## src/rtl/uart_rx_fifo.sv

```systemverilog
// uart_rx_fifo: FWFT byte FIFO behind the UART receiver with level/watermark/overflow/underflow/character-timeout status.
module uart_rx_fifo #(
  parameter int DEPTH = 16,
  parameter int LVL_W = $clog2(DEPTH) + 1
) (
  input  logic             clk_i,
  input  logic             rst_ni,
  input  logic             rx_dv_i,
  input  logic [7:0]       rx_byte_i,
  input  logic [15:0]      clks_per_bit_i,
  input  logic [7:0]       timeout_bits_i,
  input  logic [LVL_W-1:0] watermark_i,
  input  logic             fifo_clr_i,
  input  logic             rd_en_i,
  output logic [7:0]       rd_data_o,
  output logic             empty_o,
  output logic             full_o,
  output logic [LVL_W-1:0] level_o,
  output logic             watermark_o,
  output logic             overflow_o,
  output logic             underflow_o,
  output logic             timeout_o
);
  localparam int PW = $clog2(DEPTH);
  logic [7:0]    mem [DEPTH];
  logic [PW-1:0] wr_ptr, rd_ptr;
  logic [15:0]   cyc_cnt, cpb_m1;
  logic [7:0]    bit_cnt;
  logic          push, pop, hold, tc;
  always_comb begin
    empty_o     = level_o == '0;
    full_o      = level_o == LVL_W'(DEPTH);
    watermark_o = (watermark_i != '0) && (level_o >= watermark_i);
    rd_data_o   = mem[rd_ptr];
    pop         = rd_en_i & ~empty_o;
    push        = rx_dv_i & (~full_o | pop);
    hold        = empty_o | push | pop | fifo_clr_i | (timeout_bits_i == '0);
    cpb_m1      = (clks_per_bit_i == '0) ? '0 : clks_per_bit_i - 16'd1;
    tc          = cyc_cnt >= cpb_m1;
  end
  always_ff @(posedge clk_i)
    if (push && !fifo_clr_i) mem[wr_ptr] <= rx_byte_i;
  always_ff @(posedge clk_i or negedge rst_ni) begin
    if (!rst_ni) begin
      wr_ptr      <= '0;
      rd_ptr      <= '0;
      level_o     <= '0;
      overflow_o  <= 1'b0;
      underflow_o <= 1'b0;
    end else if (fifo_clr_i) begin
      wr_ptr      <= '0;
      rd_ptr      <= '0;
      level_o     <= '0;
      overflow_o  <= 1'b0;
      underflow_o <= 1'b0;
    end else begin
      if (push) wr_ptr <= wr_ptr + 1'b1;
      if (pop) rd_ptr <= rd_ptr + 1'b1;
      if (push && !pop) level_o <= level_o + 1'b1;
      else if (pop && !push) level_o <= level_o - 1'b1;
      if (rx_dv_i && full_o && !pop) overflow_o <= 1'b1;
      if (rd_en_i && empty_o) underflow_o <= 1'b1;
    end
  end
  // cyc_cnt measures one bit time; bit_cnt counts idle bit times while data sits unread
  always_ff @(posedge clk_i or negedge rst_ni) begin
    if (!rst_ni) begin
      cyc_cnt   <= '0;
      bit_cnt   <= '0;
      timeout_o <= 1'b0;
    end else begin
      if (hold) begin
        cyc_cnt <= '0;
        bit_cnt <= '0;
      end else if (tc) begin
        cyc_cnt <= '0;
        bit_cnt <= (bit_cnt == 8'hFF) ? bit_cnt : bit_cnt + 8'd1;
      end else begin
        cyc_cnt <= cyc_cnt + 16'd1;
      end
      if (fifo_clr_i || push || pop) timeout_o <= 1'b0;
      else if (timeout_bits_i != '0 && !empty_o && bit_cnt == timeout_bits_i) timeout_o <= 1'b1;
    end
  end
endmodule

```

## config.mk

```make
export PLATFORM = sky130hd
export DESIGN_NAME = uart_rx_fifo
export DESIGN_NICKNAME = d
export VERILOG_FILES = /design/src/rtl/uart_rx_fifo.sv
export SDC_FILE = /design/constraint.sdc
export NUM_CORES = 1
export LEC_CHECK = 0
export ABC_AREA = 1
export ABC_CLOCK_PERIOD_IN_PS = 3480
export CAP_MARGIN = 20
export CORE_MARGIN = 4
export CORE_UTILIZATION = 40
export DETAILED_ROUTE_END_ITERATION = 6
export SYNTH_ARGS = -nofsm -noshare
export SYNTH_HDL_FRONTEND = slang
export SYNTH_SLANG_ARGS = --single-unit
```

## constraint.sdc

```tcl
create_clock -name clk_i -period 3.48 [get_ports clk_i]
set_input_delay 1.044 -clock clk_i [delete_from_list [all_inputs] [get_ports clk_i]]
set_output_delay 1.044 -clock clk_i [all_outputs]
set_load 0.02 [all_outputs]
```

* Yosys cells after proc, flatten, opt, wreduce, memory -nomap -nowiden
Memory sizes are Yosys's and may differ from the RTL's.
Cells that the tools add are included.
** Word-level totals
- Flip-flop bits (word level) :: 40
- Bits in latches :: 0
- Input port bits :: 42
- Memory bits (writable) :: 128
- ROM bits :: 0
- Word-level logic and storage cells :: 80
- Memories kept :: 1
** Cells by class
- Equality and inequality tests :: 4
- Order comparisons :: 2
- Multiplexer cells :: 21
- Div/mod/pow operators :: 0
- Reduce and logical (&&, ||, !) cells :: 28
- Shift operators :: 0
- Bitwise gates (word level) :: 9
- Multipliers :: 0
- Add/subtract/negate cells :: 7
** Memory list
- mem :: depth 16, bits a word 8, rd ports 1, clocked after memory_dff 0, write ports 1, line 25 : logic [7:0] mem [DEPTH];
** Operators with widths (number)
- 16-bit 2-to-1 mux :: 3
- 8-bit 2-to-1 mux :: 3
- 16-bit by 1-bit adder with 16-bit output (second input constant) :: 1
- 16-bit greater-or-equal comparator :: 1
- 16-bit zero test :: 1
- 4-bit 2-to-1 mux :: 4
- 16-bit by 1-bit subtractor with 16-bit output (second input constant) :: 1
- 5-bit 2-to-1 mux :: 3
- 2-bit nonzero test :: 6
- 1-bit logical AND :: 9
- 4-bit by 1-bit adder with 4-bit output (second input constant) :: 2
- 8-bit by 1-bit adder with 8-bit output (second input constant) :: 1
- 8-bit == test :: 1
- 8-bit == test (second input constant) :: 1
- 8-bit zero test :: 1
- 1-bit 2-to-1 mux :: 8
- 8-bit nonzero test :: 1
- 5-bit by 1-bit adder with 5-bit output (second input constant) :: 1
- 5-bit == test (second input constant) :: 1
- 5-bit greater-or-equal comparator :: 1
- 5-bit zero test :: 1
- 1-bit OR :: 5
- 5-bit nonzero test :: 1
- 5-bit by 1-bit subtractor with 5-bit output (second input constant) :: 1
- other kinds (7) :: 13

* Longest topological paths before layout
- Depth in word-level cells :: 11
- Depth in mapped cells :: 19
- Depth with buffers taken out :: 19

* Least setup slack after synthesis
No wires, ideal clock.
- Path type :: input to register
- Start point :: in clks_per_bit_i[0]
- End point :: reg bit_cnt[5]
- Stages :: 18
- Path buffers :: 1
- Arrival time :: 3.173 ns
- Setup time :: 0.117 ns
- Path slack :: 0.190 ns
- Data required time :: 3.363 ns
- Path through :: inv_1 -> nand2_1 -> nor3_1 -> nand2_1 -> nor2_2 -> nand2_1 -> o21ai_1 -> nand3_1 -> ha_1 -> nand2_1 -> inv_1 -> o21ai_0 -> nand2_1 -> nor2_1 -> nand4_4 -> buf_6 -> nand3_1 -> nand2_1
** Between the ends
- Word-level cells in the longest chain between the ends :: 5
- Elaborated cells on any way between the ends :: 6
- Those cells by class :: 1 x add/sub; 1 x order compare; 1 x mux; 3 x reduce/logical
** Ends and longest elaborated chain
- from (decl) :: line 10 : input logic [15:0] clks_per_bit_i,
- 16-bit by 1-bit subtractor with 16-bit output / 16-bit zero test (equally long branches) :: line 38 : cpb_m1 = (clks_per_bit_i == '0) ? '0 : clks_per_bit_i - 16'd1;
- 16-bit 2-to-1 mux * :: line 38
- 16-bit greater-or-equal comparator * :: line 39 : tc = cyc_cnt >= cpb_m1;
- 2-bit nonzero test (no line) *
- 2-bit AND reduction (no line) *
- to (signal assigned) :: line 77 : bit_cnt <= (bit_cnt == 8'hFF) ? bit_cnt : bit_cnt + 8'd1;
- to (decl) :: line 28 : logic [7:0] bit_cnt;
Every way passes the cells marked *; elsewhere a longest branch is shown, timed or not.
A chain may end at the register's enable or synchronous reset.

* Final worst setup path
- Start point :: reg rd_ptr[0]
- End point :: out rd_data_o[6]
** Between the ends
- Word-level cells in the longest chain between the ends :: 1
** Ends and longest elaborated chain
- from (decl) :: line 26 : logic [PW-1:0] wr_ptr, rd_ptr;
- from (signal assigned) :: line 58 : if (pop) rd_ptr <= rd_ptr + 1'b1;
- memory read 16 x 8 bit
- to (decl) :: line 15 : output logic [7:0] rd_data_o,
Every way passes these cells.

==> results.json <==
{
  "r2r_slack_ns": 0.95,
  "relSlewSlack": 0.382,
  "ys.warnings.count": 0,
  "worst_ep_arrival_time_ns": 2.38,
  "diodes": 0,
  "async_flop_share": 0.238,
  "synth.avg_cell_area_um2": 10.3,
  "synth_area_um2": 8310,
  "grt_usage": 0.167,
  "finalMaxSlewViolations": 0,
  "globalplace.congestion": 0.781,
  "fmax_ghz": 0.292,
  "share_comb_of_total_power": 0.259,
  "grt_antenna_before_repair": 0,
  "p_leak_nw": 4.19,
  "design_area_um2": 10500,
  "wire_per_inst_um": 15.9,
  "grt_start_max_net_pins": 67,
  "die_h_um": 152,
  "crit_fanout": 66,
  "die_w_um": 152,
  "seqPwrFrac": 0.406,
  "ys_top_cells_by_area": "edfxtp_1, dfrtp_1, nor2_1",
  "vias": 6146,
  "synth.distinct_cells": 46,
  "fp.coreArea_um2": 20300,
  "cts_max_path_buffers": 2,
  "drv_cap": 0,
  "post_dp_cell_area_um2": 9700,
  "setup_viol": 0,
  "layout-drive-gt1-share": 0.172,
  "ant_nets": 0,
  "clk_pin_slew_ns": 0.07,
  "grt_pass1_vias": 6004,
  "switchingPower_w": 0.00174,
  "hold_path.class": "flip-flop to flip-flop",
  "drc": 0,
  "start_kind": "flip-flop",
  "synth_most_common_cell": "nor2_1",
  "worst_skew_pair.late_latency_ns": 0.43,
  "synthCells": 806,
  "worstReg2RegEnd": "level_o[4]",
  "areaGrowthSynthToFinish_pct": 27.0,
  "grt_overflow": 0,
  "ff2ff_path_depth": 13,
  "num_rows": 52,
  "postCtsHoldBufs": 0,
  "worstPathRequired_ns": 2.44,
  "vdd_drop_max_uv": 307,
  "cts_root_buffer": "clkbuf_16",
  "crit_type": "flip-flop to output port",
  "grt_pass1_wl_mm": 31.0,
  "synth_seq_cells": 168,
  "slowest_delay_ns": 0.59,
  "cpMaxStageDelayCell": "clkdlybuf4s50_1",
  "cts_tree": "built",
  "holdPathStages": 1,
  "drt-pass1-iter-count": 5,
  "drt_iter0_markers": 496,
  "post_drt_via_cell_ratio": 5.05,
  "synthesis.nets": 882,
  "pwr-share-clk": 0.335,
  "die_area_um2": 23100,
  "worstMarginPinSlew_ns": 0.927,
  "htree_levels": 4,
  "synth-main-ff-cell": "edfxtp_1",
  "finClkSkew_ns": 0.00958,
  "yosys.area.top_type": "edfxtp_1",
  "min_to": "cyc_cnt[0]",
  "p_int_w": 0.00388,
  "synth_seq_area_share": 0.583,
  "rr_startpoint": "level_o[0]",
  "ios": 61,
  "path_cells": "buf_12, o21ai_0, o221ai_1, nand3_1, nand2_1, clkdlybuf4s50_1",
  "nets": 1009,
  "ys_top_cells_by_count": "nor2_1, edfxtp_1, nand2_1, o21ai_0, inv_1",
  "dp_hpwl_mm": 12.4,
  "numCtsBuffers": 17,
  "numClockSinks": 168,
  "io_buffer_count": 60,
  "report.power.total_w": 0.00562,
  "critPathCaptureType": "output port",
  "fin_crit_ns": 3.42,
  "synth_edf_count": 128,
  "powerDensity_nw_per_um2": 533,
  "start_util": 0.409,
  "status": "completed",
  "switching_share": 0.309,
  "routed_wl_mm": 19.4,
  "yosys.area.top_type_share": 0.463,
  "worstHoldStart": "cyc_cnt[0]",
  "hold_viol": 0,
  "post-route-period-util": 0.983
}
[cells by family after synthesis]
family | count (synthesis) | synth area share
simple gates | 332 | 0.178
flops | 168 | 0.583
compound gates | 148 | 0.108
buf+inv | 92 | 0.0446
fa+ha+maj | 34 | 0.0521
xor+xnor | 32 | 0.0337
[worst max-delay path by stage]
stage,startpoint,depth (start not counted),to
2_1_floorplan,clks_per_bit_i[0],18,bit_cnt[5]
3_3_place_gp,watermark_i[0],10,watermark_o
3_5_place_dp,watermark_i[0],10,watermark_o
4_1_cts,watermark_i[0],10,watermark_o
5_1_grt,clks_per_bit_i[3],16,cyc_cnt[12]
6_report,rd_ptr[0],6,rd_data_o[6]
[metal layers]
metal / vias to the layer above / global-route usage / share of wire
met4: 0 / 0.0634 / 0.023
li1: 3084 / - / -
met1: 2923 / 0.219 / 0.45
met3: 26 / 0.0259 / 0.031
met2: 113 / 0.280 / 0.50
met5: - / 0 / 0
[per-stage QoR]
step / utilization / hold WS [ns] / setup slack, ns / std cells / setup TNS, ns
6_report: 0.520 / 0.499 / 0.0582 / 1216 / 0
5_1_grt: 0.520 / 0.517 / -0.0286 / 1216 / -0.0647
2_1_floorplan: - / 0.450 / 0.190 / 806 / 0
3_5_place_dp: 0.478 / 0.488 / -0.499 / 1177 / -8.87
4_1_cts: 0.509 / 0.506 / 0.0204 / 1210 / 0
3_3_place_gp: 0.478 / 0.478 / -0.459 / 1177 / -8.31
[placed cells by master (no fill, tap or decap), drive strengths merged, types with 11 or more instances in the layout]
cell / netlist / routed
a21oi: 18 / 18
clkbuf: 21 / 18
clkdlybuf4s50: 0 / 43
inv: 60 / 67
buf: 9 / 78
dfrtp: 40 / 40
nand3: 41 / 41
nand2: 112 / 112
o221ai: 23 / 23
nor3: 19 / 19
nor2: 144 / 144
ha: 33 / 33
xor2: 25 / 25
edfxtp: 128 / 128
o21ai: 78 / 78
o22ai: 11 / 11
[power groups by stage]
stage                     Combinational [W]  Sequential [W]  Clock [W]
after floorplan                    0.000803         0.00234          0
after detailed placement            0.00140         0.00232          0
final                               0.00146         0.00228    0.00188
after CTS                           0.00144         0.00228    0.00192
after global placement              0.00139         0.00232          0
after global routing                0.00161         0.00229    0.00200
[registers in the layout (all words and copies together) (netlist names)]
name	flops
mem	128
cyc_cnt	16
bit_cnt	8
level_o	5
rd_ptr	4
wr_ptr	4
overflow_o	1
timeout_o	1
underflow_o	1
[critical path, delay by kind of cell (launching register included)]
kind                   cells  cell delay (ns)
AO/OA/AOI/OAI              2             0.39
flip-flops                 1             0.40
AND/OR/NAND/NOR            2             0.28
buffers and inverters      2             0.87
[final cells by class]
type | count | area, µm²
inverter | 62 | 236
fill | 1845 | 9750
timing repair buffer | 138 | 1320
clock buffer | 17 | 425
sequential | 168 | 4850
tap | 270 | 338
multi-input combinational | 546 | 3230
clock inverter | 15 | 161
[repair_timing]
action | 4_1_cts | 5_1_grt
pin swaps | 6 | 20
setup endpoints to repair | 5 | 30
gates resized for setup | 17 | 45
hold endpoints to repair | 0 | 0
gates cloned | 1 | 1
buffers inserted | 0 | 5
Note: power is estimated with default switching activity, not from simulation.
